### config.mk
export PLATFORM = sky130hd
export DESIGN_NAME = color_batch_unpacker
export DESIGN_NICKNAME = d
export VERILOG_FILES = /design/src/rtl/color_batch_unpacker.sv
export SDC_FILE = /design/constraint.sdc
export NUM_CORES = 1
export LEC_CHECK = 0
export ABC_AREA = 1
export CAP_MARGIN = 5
export CORE_MARGIN = 1.5
export CORE_UTILIZATION = 25
export CTS_CLUSTER_DIAMETER = 50
export DETAILED_ROUTE_END_ITERATION = 10
export GPL_ROUTABILITY_DRIVEN = 0
export GPL_TIMING_DRIVEN = 0
export PLACE_DENSITY = 0.46
export SETUP_SLACK_MARGIN = 0.3
export SYNTH_ARGS = -nofsm -noshare
export SYNTH_HDL_FRONTEND = slang
export SYNTH_SLANG_ARGS = --single-unit
### constraint.sdc
create_clock -name I_rgb_clk -period 2.04 [get_ports I_rgb_clk]
set_clock_uncertainty 0.2 [all_clocks]
set_input_delay 0.612 -clock I_rgb_clk [delete_from_list [all_inputs] [get_ports I_rgb_clk]]
set_output_delay 0.612 -clock I_rgb_clk [all_outputs]
set_load 0.02 [all_outputs]
### src/rtl/color_batch_unpacker.sv
// color_batch_unpacker: takes BATCH_SIZE-byte batch words and emits them one
// byte per cycle, byte 0 first, with a current/next slot pair for no bubbles.
// Ports: I_rgb_clk, I_rst_n (async low), I_batch_color/I_batch_valid/
// O_batch_ready (batch in), O_color/O_color_valid/I_color_ready/O_color_last
// (byte out), I_flush (only when COLOR_UNPACKER_FLUSH_EN is defined).
module color_batch_unpacker #(
    parameter int BATCH_SIZE = 8
) (
    input  logic                    I_rgb_clk,
    input  logic                    I_rst_n,
    input  logic [8*BATCH_SIZE-1:0] I_batch_color,
    input  logic                    I_batch_valid,
    output logic                    O_batch_ready,
    output logic [7:0]              O_color,
    output logic                    O_color_valid,
    input  logic                    I_color_ready,
`ifdef COLOR_UNPACKER_FLUSH_EN
    input  logic                    I_flush,
`endif
    output logic                    O_color_last
);

    localparam int W  = 8 * BATCH_SIZE;
    localparam int IW = (BATCH_SIZE > 1) ? $clog2(BATCH_SIZE) : 1;
    localparam logic [IW-1:0] LAST_IDX = IW'(BATCH_SIZE - 1);

    logic [W-1:0]  cur_data;
    logic [W-1:0]  nxt_data;
    logic          cur_v;
    logic          nxt_v;
    logic [IW-1:0] idx;

    logic xfer;
    logic at_last;
    logic done;
    logic accept;
    logic load_cur;
    logic load_nxt;

    always_comb begin
`ifdef COLOR_UNPACKER_FLUSH_EN
        O_batch_ready = !nxt_v && !I_flush;
`else
        O_batch_ready = !nxt_v;
`endif
        xfer     = cur_v && I_color_ready;
        at_last  = (idx == LAST_IDX);
        done     = xfer && at_last;
        accept   = I_batch_valid && O_batch_ready;
        // accept implies nxt is empty, so a finishing cur can be refilled
        load_cur = accept && (!cur_v || done);
        load_nxt = accept && cur_v && !done;
    end

    assign O_color       = cur_data[8*idx +: 8];
    assign O_color_valid = cur_v;
    assign O_color_last  = cur_v && at_last;

    always_ff @(posedge I_rgb_clk or negedge I_rst_n) begin
        if (!I_rst_n) begin
            cur_data <= '0;
            nxt_data <= '0;
            cur_v    <= 1'b0;
            nxt_v    <= 1'b0;
            idx      <= '0;
        end else
`ifdef COLOR_UNPACKER_FLUSH_EN
        if (I_flush) begin
            cur_v <= 1'b0;
            nxt_v <= 1'b0;
            idx   <= '0;
        end else
`endif
        begin
            if (load_cur) begin
                cur_data <= I_batch_color;
                cur_v    <= 1'b1;
                idx      <= '0;
            end else if (done && nxt_v) begin
                // promote the waiting batch with no idle cycle
                cur_data <= nxt_data;
                nxt_v    <= 1'b0;
                idx      <= '0;
            end else if (done) begin
                cur_v <= 1'b0;
                idx   <= '0;
            end else if (xfer) begin
                idx <= idx + IW'(1);
            end
            if (load_nxt) begin
                nxt_data <= I_batch_color;
                nxt_v    <= 1'b1;
            end
        end
    end

endmodule

==> metrics.csv <==
metric;value;unit
cp.arrival;1.71;ns
num_io_pins;79;
dieArea;28400;um2
clk_latency;0.43;ns
grt_pass1_wl;34.5;mm
syn_to_final_growth;45.1;%
fmax;397;MHz
initialDrtViolationCount;433;
criticalPathCategory;flop to output pin;
grt_usage;15.7;%
rsz0062_at_grt;yes;
wirelength;22.2;mm
vias_per_cell;4.29;
status;finished, violations left;
leakage;0.00521;uW
hpwl;14.5;mm
whs;-0.0941;ns
coreArea;26900;um2
crit_slowest_cell;dfrtp_1;
ys_seq_elements;133;
firstDrtPassIters;5;
failed_checks;hold timing, setup timing;
start_util;25.5;%
p_total;13300;uW
clk_pin_slew;0.06;ns
cts_tree;yes;
synth_area_per_cell;6.87;um2
crit_chain;buf_6 > buf_4 > nor2_2 > nand2_1 > nand2_1 > nand2_1 > nand2_2 > buf_6;
pre_cts_ws;-0.589;ns
mostFrequentLayoutCells;477 x nand2_1, 132 x dfrtp_1, 127 x nand3_1;
finalHoldViolCount;37;
netlist.area_leader.share;48.7;%
grt_max_degree;83;
clockBufferDepth;2;
cp-start-kind;flop;
fin_nets;1207;
grt_pass1_vias;6417;
n_antenna_cell;0;
rrSetupSlack;-0.04;ns
synthMuxAreaShare;0;%
htree_levels;4;
setup_ws;-0.480;ns
synthAdderAreaFrac;0.366;%
drc;0;
route.vias.total;6386;
ant_nets;0;
std_cell_rows;60;
wire_per_inst;14.9;um
final_cells;1490;
required;1.23;ns
layout_commonest_cell;nand2_1;
max_stage_delay;0.41;ns
synth_nets;1066;
min_period;2.52;ns
hold_class;input port to async pin;
worst_pin_slew;0.688;ns
io_buffers;78;
cp-end-kind;output pin;
slew_viol_final;0;
root_buffer;clkbuf_16;
slew_headroom;54.0;%
netlist_top_cells_area;dfrtp_1 49%, nand2_1 27%, nand3_1 9.6%;
post-route-util;36.9;%
post-route-period-util;124;%
power_density;1340;nW/um2
peakVddDrop;0.755;mV
synth_xor_area_share;0.128;%
antenna_found_initial;0;
path_common_cell;nand2_1;
cts_made_buffers;17;
die_w;168;um
yosys.area.top_type;dfrtp_1;
synth_top_family_by_area;simple AND/OR/NAND/NOR gates;
synthCells;996;
die_h;168;um
grt-ovfl-total;0;
setup_viol;65;
syn_area;6840;um2
post-place-cells;1416;
synth_compound_area_share;0.256;%
drv_cap;0;
synth_simple_gate_area_share;40.7;%
synth-warning-count;0;
cp_max_fo;8;
clock-sinks;133;
ys_types;17;
drive_gt1_share;16.8;%
ys_seq_area_share;48.7;%
[layout make-up]
cell class                      count  area, um2
Fill cell                        2820      17000
Sequential cell                   133       3330
Multi-Input combinational cell    701       3050
Timing Repair Buffer              122       1450
Buffer                             59        744
Clock buffer                       23        478
Tap cell                          341        427
Inverter                          103        397
Clock inverter                      8       52.6
[metal layers]
layer / track usage, % / wire length (um) / up-vias
met5: 0 / 0 / -
met1: 20.6 / 10600 / 2958
met4: 5.12 / 425 / 0
met3: 2.80 / 696 / 27
met2: 26.3 / 10500 / 114
li1: - / - / 3287
[kinds of logic after synthesis]
logic type	count (synthesis)
AO/OA/AOI/OAI	3
XOR/XNOR	1
adder cells (fa/ha/maj)	2
buffers and inverters	162
flip-flops	133
AND/OR/NAND/NOR	695
[worst max-delay path, delay by kind of cell, from the launching register on]
family        cells  cell delay [ns]
buf+inv           3             0.43
flops             1             0.41
simple gates      5             0.44
[flip-flops by register name, summed over array words and instances, names as in the netlist]
| register | cells |
|---|---|
| cur_data | 64 |
| nxt_data | 64 |
| idx | 3 |
| O_color_valid | 1 |
| nxt_v | 1 |
[synthesized netlist by cell type]
cell type / n
nand2_1: 497
nor2_2: 1
dfrtp_1: 133
buf_4: 8
nand3_1: 131
inv_1: 101
xor2_1: 1
buf_2: 31
nor2_1: 64
o21ai_0: 2
inv_2: 2
nand3_2: 1
a22oi_1: 1
buf_1: 13
ha_1: 2
clkbuf_1: 7
nand4_1: 1
[report_power, final]
group	total [uW]	internal [uW]	switching [uW]	leakage [uW]
clock network	2840	1640	1210	0.000247
logic	5730	2610	3120	0.00327
registers	4700	3900	800	0.00170
total	13300	8150	5130	0.00521
[through the flow]
step,TNS (ns),cell area (um2)
after floorplan,0,6980
after global placement,-838.71,8190
after detailed placement,-69.42,8220
after CTS,-4.57,9390
after global routing,-13.57,9930
final,-5.02,9930
[final timing paths]
path	start	to	depth (start not counted)
setup / recovery	idx[1]	O_color[1]	8
hold / removal	I_rst_n	cur_data[15]	1
setup reg to reg	idx[0]	nxt_data[58]	11
hold reg to reg	nxt_data[57]	nxt_data[57]	2
max in group asynchronous	I_rst_n	cur_data[16]	2
min in group I_rgb_clk	nxt_data[57]	nxt_data[57]	2
[timing repair]
action                                 in CTS  in global routing
setup buffers                              16                 10
pin swaps                                  22                 13
cloned                                      4                 12
setup endpoints to repair                 144                144
resized for setup                         189                 43
endpoints found under the hold margin      51                 14
Note: power is estimated with default switching activity, not from simulation.
